===== config.mk =====
export PLATFORM = sky130hd
export DESIGN_NAME = gf_div6_seq_flat
export DESIGN_NICKNAME = d
export VERILOG_FILES = /design/src/rtl/gf_div6_seq_pkg.sv /design/src/rtl/gf_div6_seq_if.sv /design/src/rtl/gf_div6_seq_mul6.sv /design/src/rtl/gf_div6_seq.sv /design/src/flat_wrapper.sv
export SDC_FILE = /design/constraint.sdc
export NUM_CORES = 1
export LEC_CHECK = 0
export CORE_UTILIZATION = 36
export DETAILED_ROUTE_END_ITERATION = 7
export MAX_ROUTING_LAYER = met4
export PLACE_DENSITY = 0.67
export SYNTH_ARGS = -nofsm -noshare
export SYNTH_HDL_FRONTEND = slang
export SYNTH_SLANG_ARGS = --single-unit

===== constraint.sdc =====
create_clock -name clk -period 6.2 [get_ports clk]
set_input_delay 0.93 -clock clk [delete_from_list [all_inputs] [get_ports clk]]
set_output_delay 0.93 -clock clk [all_outputs]
set_load 0.01 [all_outputs]

===== src/rtl/gf_div6_seq_pkg.sv =====
// +-----------------------------------------------------------------------+
// | gf6_pkg : shared GF(2^6) constants and divider state encoding          |
// | Rev 1.0 : initial release                                              |
// +-----------------------------------------------------------------------+
`default_nettype none

package gf6_pkg;

  localparam int             GF_W    = 6;
  localparam logic [GF_W:0]  GF_POLY = 7'b1000011;  // x^6 + x + 1
  localparam int             N_ITER  = 5;

  typedef enum logic [2:0] {
    ST_IDLE = 3'd0,
    ST_SQR  = 3'd1,
    ST_MUL  = 3'd2,
    ST_FIN  = 3'd3,
    ST_DONE = 3'd4
  } state_e;

endpackage

`default_nettype wire


===== src/rtl/gf_div6_seq_if.sv =====
// +-----------------------------------------------------------------------+
// | gf_div6_seq_if : operand/result handshake bundle for gf_div6_seq       |
// | Rev 1.0 : initial release                                              |
// +-----------------------------------------------------------------------+
`default_nettype none

interface gf_div6_seq_if;

  logic                      in_valid;
  logic                      in_ready;
  logic [gf6_pkg::GF_W-1:0]  in_a;
  logic [gf6_pkg::GF_W-1:0]  in_b;
  logic                      out_valid;
  logic                      out_ready;
  logic [gf6_pkg::GF_W-1:0]  out_q;
  logic                      out_dbz;

  modport master (
    output in_valid, in_a, in_b, out_ready,
    input  in_ready, out_valid, out_q, out_dbz
  );

  modport slave (
    input  in_valid, in_a, in_b, out_ready,
    output in_ready, out_valid, out_q, out_dbz
  );

endinterface

`default_nettype wire


===== src/rtl/gf_div6_seq_mul6.sv =====
// +-----------------------------------------------------------------------+
// | gf_mul6 : combinational GF(2^6) multiplier, reduced modulo POLY        |
// | Rev 1.0 : initial release                                              |
// +-----------------------------------------------------------------------+
`default_nettype none

module gf_mul6
  import gf6_pkg::*;
#(
  parameter logic [GF_W:0] POLY = GF_POLY
) (
  input  logic [GF_W-1:0] a_i,
  input  logic [GF_W-1:0] b_i,
  output logic [GF_W-1:0] p_o
);

  logic [2*GF_W-2:0] prod;

  // Carry-less product first, then fold the high terms down from the top.
  always_comb begin
    prod = '0;
    for (int i = 0; i < GF_W; i++) begin
      if (b_i[i]) prod[i +: GF_W] = prod[i +: GF_W] ^ a_i;
    end
    for (int i = 2*GF_W-2; i >= GF_W; i--) begin
      if (prod[i]) prod[i-GF_W +: GF_W+1] = prod[i-GF_W +: GF_W+1] ^ POLY;
    end
    p_o = prod[GF_W-1:0];
  end

endmodule

`default_nettype wire


===== src/rtl/gf_div6_seq.sv =====
// +-----------------------------------------------------------------------+
// | gf_div6_seq : sequential GF(2^6) divider, q = a * b^62, one multiplier |
// | Rev 1.0 : initial release                                              |
// +-----------------------------------------------------------------------+
`default_nettype none

module gf_div6_seq
  import gf6_pkg::*;
#(
  parameter logic [GF_W:0] POLY = GF_POLY
) (
  input  logic            clk,
  input  logic            rst,
  gf_div6_seq_if.slave    bus
);

  state_e            state_q, state_d;
  logic [GF_W-1:0]   a_q, a_d, s_q, s_d, r_q, r_d, q_q, q_d;
  logic [2:0]        k_q, k_d;
  logic              dbz_q, dbz_d;
  logic [GF_W-1:0]   mul_x, mul_y, mul_p;

  gf_mul6 #(.POLY(POLY)) u_mul (
    .a_i (mul_x),
    .b_i (mul_y),
    .p_o (mul_p)
  );

  always_ff @(posedge clk) begin
    if (rst) begin
      state_q <= ST_IDLE;
      a_q     <= '0;
      s_q     <= '0;
      r_q     <= '0;
      q_q     <= '0;
      k_q     <= '0;
      dbz_q   <= 1'b0;
    end else begin
      state_q <= state_d;
      a_q     <= a_d;
      s_q     <= s_d;
      r_q     <= r_d;
      q_q     <= q_d;
      k_q     <= k_d;
      dbz_q   <= dbz_d;
    end
  end

  // Square-and-multiply: after 5 rounds R = b^(2+4+8+16+32) = b^62 = b^-1.
  always_comb begin
    state_d = state_q;
    a_d     = a_q;
    s_d     = s_q;
    r_d     = r_q;
    q_d     = q_q;
    k_d     = k_q;
    dbz_d   = dbz_q;
    case (state_q)
      ST_IDLE: begin
        if (bus.in_valid) begin
          a_d     = bus.in_a;
          s_d     = bus.in_b;
          r_d     = {{(GF_W-1){1'b0}}, 1'b1};
          k_d     = '0;
          dbz_d   = (bus.in_b == '0);
          state_d = ST_SQR;
        end
      end
      ST_SQR: begin
        s_d     = mul_p;
        state_d = ST_MUL;
      end
      ST_MUL: begin
        r_d     = mul_p;
        k_d     = k_q + 3'd1;
        state_d = (k_q == 3'(N_ITER-1)) ? ST_FIN : ST_SQR;
      end
      ST_FIN: begin
        q_d     = mul_p;
        state_d = ST_DONE;
      end
      ST_DONE: begin
        if (bus.out_ready) state_d = ST_IDLE;
      end
      default: state_d = ST_IDLE;
    endcase
  end

  always_comb begin
    bus.in_ready  = 1'b0;
    bus.out_valid = 1'b0;
    bus.out_q     = '0;
    bus.out_dbz   = 1'b0;
    mul_x         = '0;
    mul_y         = '0;
    case (state_q)
      ST_IDLE: bus.in_ready = 1'b1;
      ST_SQR: begin
        mul_x = s_q;
        mul_y = s_q;
      end
      ST_MUL: begin
        mul_x = r_q;
        mul_y = s_q;
      end
      ST_FIN: begin
        mul_x = a_q;
        mul_y = r_q;
      end
      ST_DONE: begin
        bus.out_valid = 1'b1;
        bus.out_q     = q_q;
        bus.out_dbz   = dbz_q;
      end
      default: ;
    endcase
  end

endmodule

`default_nettype wire


===== src/flat_wrapper.sv =====
// flat-port wrapper written by rule: the top's interface ports become plain ports
module gf_div6_seq_flat import gf6_pkg::*;
#(
  parameter logic [GF_W:0] POLY = GF_POLY
)
  (clk, rst, bus_in_valid, bus_in_a, bus_in_b, bus_out_ready, bus_in_ready, bus_out_valid, bus_out_q, bus_out_dbz);
  gf_div6_seq_if bus_i ();
  input  logic clk;
  input  logic rst;
  input wire logic [$bits(bus_i.in_valid)-1:0] bus_in_valid;
  input wire logic [$bits(bus_i.in_a)-1:0] bus_in_a;
  input wire logic [$bits(bus_i.in_b)-1:0] bus_in_b;
  input wire logic [$bits(bus_i.out_ready)-1:0] bus_out_ready;
  output wire logic [$bits(bus_i.in_ready)-1:0] bus_in_ready;
  output wire logic [$bits(bus_i.out_valid)-1:0] bus_out_valid;
  output wire logic [$bits(bus_i.out_q)-1:0] bus_out_q;
  output wire logic [$bits(bus_i.out_dbz)-1:0] bus_out_dbz;
  assign bus_i.in_valid = bus_in_valid;
  assign bus_i.in_a = bus_in_a;
  assign bus_i.in_b = bus_in_b;
  assign bus_i.out_ready = bus_out_ready;
  assign bus_in_ready = bus_i.in_ready;
  assign bus_out_valid = bus_i.out_valid;
  assign bus_out_q = bus_i.out_q;
  assign bus_out_dbz = bus_i.out_dbz;
  gf_div6_seq #(.POLY(POLY)) u_core (.clk(clk), .rst(rst), .bus(bus_i));
endmodule

==> results.txt <==
Tcrit/Tclk final: 0.586
Synthesis-to-finish area growth: 17.1%
Worst Setup End Kind: output pin
Initial core utilization: 0.375
Slew headroom: 0.207
Worst Setup EP: bus_out_dbz
Fraction of layout cells with a size suffix above 1: 0.0938
VDD IR max: 0.000172 V
Sequential cell area fraction in the yosys report: 0.280
Leak pwr: 0.847 nW
Final WL: 5160 um
Final setup fails: 0
Number of synthesized flops with an enable pin: 0
WS Path Type: flop to output pin
Core area: 5920 um^2
NumNets Final: 305
Syn Area/Cell: 8.25 um^2
Antenna violations before repair: 0
CP Max Fanout: 31
CTS H-tree depth: 2
Worst hold start: u_core.q_q[3]
Synth area leader: dfxtp_1
Post-CTS sizing: 0
Clock latency on the worst-skew pair: 290 ps
Worst setup SP type: flop
Min Tclk post-route: 3640 ps
Yosys cell types: 49
Post-CTS Setup Repair Bufs: 0
Top FF cell, synth: dfxtp_1
Async S/R FF share, synth: 0
Setup Total Neg Slack: 0 ps
Worst hold slack: 455 ps
Yosys reg bits: 31
Comb pwr share: 0.199
Synth warn: 0
Chip Height: 80.5 um
HP Class: flop to flop
Vias/cell: 5.35
Synth area leaders: dfxtp_1 28%, nand2_1 9.0%, xnor2_1 5.5%
Die width: 80.5 um
Required @ worst endpoint: 5270 ps
Flop pwr share: 0.411
Mapped Cells: 269
Grt ovf: 0
Most common cell in the synthesized netlist: nand2_1
Maximum Capacitance Violations: 0
Post-DP HPWL: 3760 um
Worst R2R End: u_core.r_q[0]
CTS Buf Count: 5
Synthesized area: 2220 um^2
Total number of vias: 1941
Vias in the first global route: 1771
Layout Skew: 7.05 ps
Post-route ant nets: 0
First-pass GRT wire length: 8720 um
RD Place Congestion: 0.867
Final hold vios: 0
Antenna Cells: 0
Num rows: 28
Clock Path Buffers: 2
Fin util: 0.439
Worst-path clk slew: 70 ps
Worst Max-Slew Pin Slew: 1190 ps
Switch share: 0.277
Critical path arrival: 2710 ps
CTS tree: yes
Worst setup path start: u_core.state_q[1]
Status: finished, final reports clean
Worst R2R Start: u_core.state_q[1]
Clock Power Share: 0.390
P per Cell Area: 203 nW/um^2
F_max: 0.275 GHz
Hold buffer count at CTS: 0
Io pins: 25
Most frequent cells after synthesis: 53 x nand2_1, 31 x dfxtp_1, 24 x a21oi_1, 24 x nor2_1, 14 x xnor2_1
Cell-internal power: 382 uW
Clk sinks: 31
IO Port Bufs: 24
Syn_nets: 287
Net switching power figure: 146 uW
Worst reg-to-reg setup slack: 2880 ps
Gr usage total: 0.181
Unrepaired setup endpoints after global routing: false
DRT iter0 DRCs: 103
Max Slew Vio Count: 0
DR pass1 iterations: 4
Reg2Reg Depth: 8
Routed WL per cell: 14.2 um
Synth top area share: 0.280
DRC Markers: 0
DIE AREA: 6480 um^2
Largest net degree at the start of global routing: 34
CTS Root Cell: clkbuf_8
[power groups by stage]
stage / registers (mW) / logic [mW] / clock network, mW
finish: 0.217 / 0.105 / 0.206
global route: 0.218 / 0.116 / 0.221
CTS: 0.217 / 0.105 / 0.210
detailed placement: 0.222 / 0.104 / 0
global placement: 0.221 / 0.104 / 0
floorplan: 0.217 / 0.0809 / 0
[cells by family (layout without fill, tap and decap cells)]
group,count (synthesis),count (layout),synth area share
adder cells (fa/ha/maj),2,2,0.0113
multiplexers,10,10,0.0463
buffers and inverters,23,42,0.0525
AND/OR/NAND/NOR,112,112,0.232
AO/OA/AOI/OAI,62,62,0.232
XOR/XNOR,29,29,0.146
flip-flops,31,31,0.280
[routing by layer]
layer | track usage | share of wire | up-vias
met5 | - | 0 | -
met3 | 0.0386 | 0.049 | 6
met2 | 0.261 | 0.46 | 45
met4 | 0.0714 | 0.015 | 0
li1 | - | - | 970
met1 | 0.246 | 0.47 | 920
[how the worst min path moves through the flow]
stage / endpoint / cells past startpoint / slack, ps
final: u_core.q_q[3] / 2 / 450
after detailed placement: u_core.q_q[3] / 2 / 440
after global placement: u_core.q_q[3] / 2 / 440
after floorplan: u_core.q_q[3] / 2 / 430
after global routing: u_core.a_q[1] / 2 / 480
after CTS: u_core.q_q[3] / 2 / 450
[cell type report]
| cell class | instances | area [um^2] |
|---|---|---|
| multi-input combinational | 215 | 1480 |
| inverter | 8 | 30.0 |
| fill | 587 | 3320 |
| tap | 75 | 93.8 |
| sequential | 31 | 621 |
| clock inverter | 2 | 35.0 |
| timing repair buffer | 26 | 255 |
| clock buffer | 6 | 82.6 |
[worst max-delay path, cell delays in order (launching register included)]
cell and delay, ps:
dfxtp_1 690, nor3b_1 960, and2_1 240, clkdlybuf4s50_1 530
[sequential cells by signal, summed over array words and instances, names as in the netlist]
signal          flops
u_core.r_q          6
u_core.a_q          6
u_core.state_q      3
u_core.s_q          6
u_core.dbz_q        1
u_core.k_q          3
u_core.q_q          6
[stage by stage]
stage	setup WS [ps]	std cells	total power [mW]	area, um^2
after floorplan	3270	269	0.298	2220
after global placement	2940	355	0.325	2480
after detailed placement	2880	355	0.326	2480
after CTS	2560	363	0.532	2600
after global routing	2400	363	0.555	2600
final	2560	363	0.529	2600
[cell usage in the layout, fill, tap and decap left out, types with 2 or more instances in the layout]
cell type,instances
o32ai_2,2
a31oi_1,2
clkdlybuf4s50_1,24
nor3_1,9
xnor2_2,2
nand2b_1,4
ha_1,2
nand3b_1,2
buf_4,2
mux2_1,2
a311oi_4,2
a22oi_1,12
a211oi_2,3
xnor2_1,14
clkbuf_8,6
nor3b_1,5
and2_1,8
a211oi_4,2
o21ai_0,2
xnor3_1,4
a21oi_1,24
nand2_1,53
nor2_1,24
mux2i_1,8
xor2_1,9
dfxtp_1,31
inv_1,7
Note: power is estimated with default switching activity, not from simulation.
==> RTL edit 1: new RTL, same settings <==
Re-encode `state_e` (5 states) as one-hot, 5 bits wide.
--- a/src/rtl/gf_div6_seq_pkg.sv
+++ b/src/rtl/gf_div6_seq_pkg.sv
@@ -11,10 +11,10 @@
   localparam int             N_ITER  = 5;
 
-  typedef enum logic [2:0] {
-    ST_IDLE = 3'd0,
-    ST_SQR  = 3'd1,
-    ST_MUL  = 3'd2,
-    ST_FIN  = 3'd3,
-    ST_DONE = 3'd4
+  typedef enum logic [4:0] {
+    ST_IDLE = 5'b00001,
+    ST_SQR  = 5'b00010,
+    ST_MUL  = 5'b00100,
+    ST_FIN  = 5'b01000,
+    ST_DONE = 5'b10000
   } state_e;
 
Function: same outputs for any inputs over 10 cycles, from zero or initial values and one cycle with rst high; not proved beyond that.
==> RTL edit 1 against the unedited design <==
  * Power rose by 1.1%
  * Via count grew 33%
  * Design area up 15%
  * Area after synthesis increased by 20%
  * Sequential power is 14% higher
  * Worst setup slack improved by 58 ps
  * Wire length grew 47%
  * Sequential cell count grew 2
  * Clock skew grew 0.72 ps
==> RTL edit 1: results (changes against the unedited design) <==
Worst setup path
  – Crit path max-delay cell type: and2_1
  – Worst R2R Start: u_core.state_q[3]$_SDFFE_PP0P_
  – Crit path DAT: 3810 ps (+1100 ps)
  – Reg2reg end: u_core.q_q[1]$_SDFFE_PP0N_
  – Largest stage delay, worst path: 880 ps (-80 ps)
  – Flop2flop setup slack: 2620 ps (-260 ps)
  – Crit Path Max Fanout: 27 (-13%)

Power
  – Power Total: 0.000534 W (+1.1%)
  – Clock power share: 33.7% (-5.3 points)
  – Leak: 1.04 nW (+22%)
  – Sw Share: 31.3% (+3.6 points)
  – Peak supply drop: 0.115 mV (-33%)

Global routing
  – Routing usage on met1: 28.1% (+3.6 points)
  – Met3 Resource Use GR: 2.73% (-1.1 points)
  – GRT Total Usage: 21.8% (+3.6 points)
  – Met2 usage: 35.2% (+9.1 points)
  – First-pass GRT wire length: 12400 um (+43%)
  – Pin count of the biggest net entering global routing: 28 (-18%)
  – Vias in the first global route: 2378 (+34%)

Logic synthesis
  – Area contributors post-synth: dfxtp_1 25%, a21oi_1 5.8%, nand2_1 5.1%, xnor2_1 4.9%, a211oi_1 3.9%
  – Unique masters post-synth: 62 (+27%)
  – Sequential share of the synthesized area: 24.8% (-3.2 points)
  – Syn nets: 349 (+22%)
  – Most common library cells after synthesis: 36 x nand2_1, 33 x dfxtp_1, 31 x a21oi_1
  – Flops & latches, synth: 33 (+6.5%)

Hold path
  – Worst hold endpoint: u_core.s_q[5]$_SDFFE_PP0P_
  – Hold Crit Depth: 2 (unchanged)
  – Hold Crit Start: u_core.s_q[5]$_SDFFE_PP0P_

Layout
  – Non-clock buffer share: 8.29% (-1.5 points)
  – CLK BUF: 7 (+1)
  – Number of ordinary inverters in the final layout: 4 (-4)
  – Non-clk bufs: 25 (-3.8%)
  – Nets: 356 (+17%)
  – Comb_multi_in: 269 (+25%)
  – FILL cells: 772 (+32%)
  – Area occupied by multi-input gates: 0.00184 mm^2 (+24%)
  – Clk tree area frac: 3.39% (-1.1 points)
  – Proportion of cell area occupied by registers: 22.1% (-1.8 points)

CTS
  – Setup bufs post-CTS: 0 (unchanged)
  – Clk buf depth: 2 (unchanged)

Place
  – Buffers on Ports: 24 (unchanged)
  – Dpl hpwl: 5700 um (+52%)
  – Cell area after placement: 0.00289 mm^2 (+16%)
  – Gp weighted congestion: 0.955 (+10%)

Outcome
  – Run status: completed

STA
  – Clk_skew: 7.77 ps (+0.721 ps)
  – Max_slew headroom: 14.6% (-6.0 points)

Die
  – Cell Rows: 31 (+11%)

Routing
  – Met2 wire length: 3500 um (+46%)
  – Post-Route WL: 7610 um (+47%)
  – Vias after detailed routing: 2578 (+33%)
  – DRT iter0 DRCs: 274 (+170%)
  – First-pass DRT Iterations: 7 (+3)
==> RTL edit 1: cell types whose count changed after synthesis, moves of 12 or more <==
cell / before / now
nand3_1: 1 / 21
nand2_1: 53 / 36
and3_1: 0 / 14
a211oi_1: 1 / 14
a22oi_1: 12 / 0
==> RTL edit 1: worst register-to-register path: stages, from the launching register on <==
cell	delay (ps)
dfxtp_1	490
nor2b_1	530
and2_1	880
a222oi_1	540
a21oi_2	240
xor2_1	240
xnor2_2	110
or4_1	400
nand3_1	90
==> RTL edit 1: worst max-delay path by stage <==
| stage | to | slack [ps] | cells past startpoint |
|---|---|---|---|
| global route | u_core.q_q[3]$_SDFFE_PP0N_ | 2220 | 8 |
| CTS | u_core.q_q[1]$_SDFFE_PP0N_ | 2610 | 8 |
| finish | u_core.q_q[1]$_SDFFE_PP0N_ | 2620 | 8 |
| floorplan | u_core.q_q[1]$_SDFFE_PP0N_ | 3690 | 10 |
| global placement | u_core.q_q[1]$_SDFFE_PP0N_ | 2750 | 8 |
| detailed placement | u_core.q_q[1]$_SDFFE_PP0N_ | 2640 | 8 |
==> RTL edit 1: logic make-up (layout without fill, tap and decap cells) <==
family,Yosys count,after routing,synth area share (%)
xor gates and xnor gates,30,30,13.5
DFF,33,33,24.8
buffers and inverters,29,37,6.33
AOI/OAI and AO/OA,88,88,23.4
adders and majority gates,2,2,0.937
muxes,4,4,1.55
and+or+nand+nor,145,145,29.5
==> RTL edit 1: metrics by stage <==
stage	hold slack [ps]	util, %	std cells
detailed placement	467	40.0	430
global route	492	41.4	438
floorplan	444	-	331
finish	478	41.4	438
global placement	466	40.0	430
CTS	475	41.4	438
==> RTL edit 2: new RTL, same settings <==
Made on the original files. Set the package constant `GF_W` to 7 (it was 6).
--- a/src/rtl/gf_div6_seq_pkg.sv
+++ b/src/rtl/gf_div6_seq_pkg.sv
@@ -7,5 +7,5 @@
 package gf6_pkg;
 
-  localparam int             GF_W    = 6;
+  localparam int             GF_W    = 7;
   localparam logic [GF_W:0]  GF_POLY = 7'b1000011;  // x^6 + x + 1
   localparam int             N_ITER  = 5;
Ports: changed (resized bus_in_a, bus_in_b and bus_out_q); port bits go from 25 to 28. No check against the original RTL was run, so the function may have changed too.
==> RTL edit 2 against the unedited design <==
  * Wire length rose by 19%
  * Power up 6.4%
  * Clock power decreased by 24%
  * Combinational power is 54% higher
  * Area after synthesis rose by 15%
  * Sequential cell count increased by 4
  * Non-clock buffer count is 8 higher
  * Worst setup slack better by 150 ps
  * Maximum frequency increased by 4.4%
  * Design area up 15%
  * Worst hold slack lost 5.7 ps
  * Sequential power up 12%
  * Utilization decreased by 0.17 points
==> RTL edit 2: results (changes against the unedited design) <==
Global routing
  – GRT Total Usage: 18.4% (+0.27 points)
  – First-pass GRT wire length: 10400 um (+19%)
  – Vias in the first global route: 2016 (+14%)
  – Pin count of the biggest net entering global routing: 43 (+26%)

Layout
  – Nets: 368 (+21%)
  – Share of post-route cells with drive strength above 1: 8.31% (-1.1 points)

Place
  – Gp weighted congestion: 0.824 (-4.9%)
  – Cell area after placement: 0.00291 mm^2 (+17%)
  – Buffers on Ports: 27 (+13%)

Worst setup path
  – Crit path max-delay cell type: a211oi_2
  – Delay-heaviest family, CP: XOR/XNOR gates
  – Largest stage delay, worst path: 620 ps (-340 ps)
  – Flop2flop setup slack: 2720 ps (-160 ps)
  – Crit path DAT: 3700 ps (+990 ps)
  – Crit Path Max Fanout: 35 (+13%)

Routing
  – Via density: 5.13 (-4.1%)
  – Post-Route WL: 6130 um (+19%)
  – First-pass DRT Iterations: 4 (unchanged)
  – DRT iter0 DRCs: 157 (+52%)

Logic synthesis
  – Compound-Gate Fraction of Synth Area: 18.3% (-4.9 points)
  – Sequential share of the synthesized area: 27.4% (-0.62 points)
  – Most common library cells after synthesis: 75 x nand2_1, 35 x dfxtp_1, 34 x xnor2_1
  – Area contributors post-synth: dfxtp_1 27%, xnor2_1 12%, nand2_1 11%, a21oi_1 5.9%, mux2i_1 5.9%
  – Unique masters post-synth: 43 (-12%)
  – Multiplexer share of the synthesized area: 5.86% (+1.2 points)
  – Adder-cell share of the synthesized area: 0.977% (-0.15 points)
  – XOR/XNOR Fraction of Synth Area: 17.7% (+3.1 points)
  – Syn nets: 346 (+21%)

Power
  – Leak: 0.952 nW (+12%)
  – Peak supply drop: 0.127 mV (-26%)

STA
  – Clk_skew: 7.77 ps (+0.723 ps)
  – Max_slew headroom: 31.9% (+11 points)

CTS
  – Clock-pin slew on the worst setup and hold paths: 70 ps (about the same)

Outcome
  – Run status: completed
-- RTL edit 2: cell types whose count changed after synthesis, moves of 3 or more --
cell	before	now
clkbuf_1	7	12
nand2_1	53	75
a211oi_2	3	8
nor2_1	24	21
a22oi_1	12	7
nand2b_1	4	7
xnor2_1	14	34
nor3b_1	5	2
a21oi_1	24	30
nand3_1	1	8
dfxtp_1	31	35
mux2i_1	8	15
-- RTL edit 2: cells by family (layout without fill, tap and decap cells) --
logic type,count (synthesis),in the layout
xor gates and xnor gates,46,46
AOI/OAI and AO/OA,61,61
and+or+nand+nor,142,142
buffers and inverters,25,48
adders and majority gates,2,2
muxes,15,15
DFF,35,35
-- RTL edit 2: layout make-up --
type / instances / area [um^2]
multi-input cells: 266 / 1740
flip-flops and latches: 35 / 701
fillers: 717 / 3840
clock inverters: 1 / 5.00
repair buffers: 34 / 323
well taps: 96 / 120
inverters: 6 / 22.5
clock buffers: 7 / 76.3
-- RTL edit 2: worst paths after layout --
kind         cells after the start                           start                         end
min reg2reg                      2       u_core.dbz_q$_SDFFE_PP0P_   u_core.dbz_q$_SDFFE_PP0P_
min                              2       u_core.dbz_q$_SDFFE_PP0P_   u_core.dbz_q$_SDFFE_PP0P_
max                             10  u_core.state_q[1]$_SDFFE_PP0P_  u_core.s_q[6]$_SDFFE_PP0P_
max reg2reg                     10  u_core.state_q[1]$_SDFFE_PP0P_  u_core.s_q[6]$_SDFFE_PP0P_
-- RTL edit 2: power breakdown --
| part | switching, W | internal [W] |
|---|---|---|
| registers | 0.00000868 | 0.000236 |
| clock network | 0.0000775 | 0.0000788 |
| logic | 0.0000950 | 0.0000665 |
-- RTL edit 2: tightest hold or removal path, stage by stage (launching register included) --
cell,delay [ps]
dfxtp_1,310
nand2_1,50
a21oi_1,50
-- RTL edit 2: metal layers --
| metal | vias to the layer above | global-route usage, % | share of wire (%) |
|---|---|---|---|
| li1 | 1147 | - | - |
| met1 | 1066 | 26.5 | 49 |
| met2 | 60 | 26.6 | 45 |
| met3 | 8 | 3.33 | 4.6 |
| met4 | 0 | 4.24 | 0.90 |
| met5 | - | - | 0 |
-- RTL edit 2: per-stage QoR --
| step | power (W) | hold WS, ps | utilization, % | instances | worst slack (ps) |
|---|---|---|---|---|---|
| after floorplan | 0.000366 | 427 | - | 326 | 3280 |
| after global placement | 0.000407 | 439 | 42.5 | 437 | 2810 |
| after detailed placement | 0.000410 | 443 | 42.5 | 437 | 2760 |
| after CTS | 0.000566 | 452 | 43.7 | 445 | 2710 |
| after global routing | 0.000597 | 472 | 43.7 | 445 | 2500 |
| final | 0.000562 | 449 | 43.7 | 445 | 2720 |
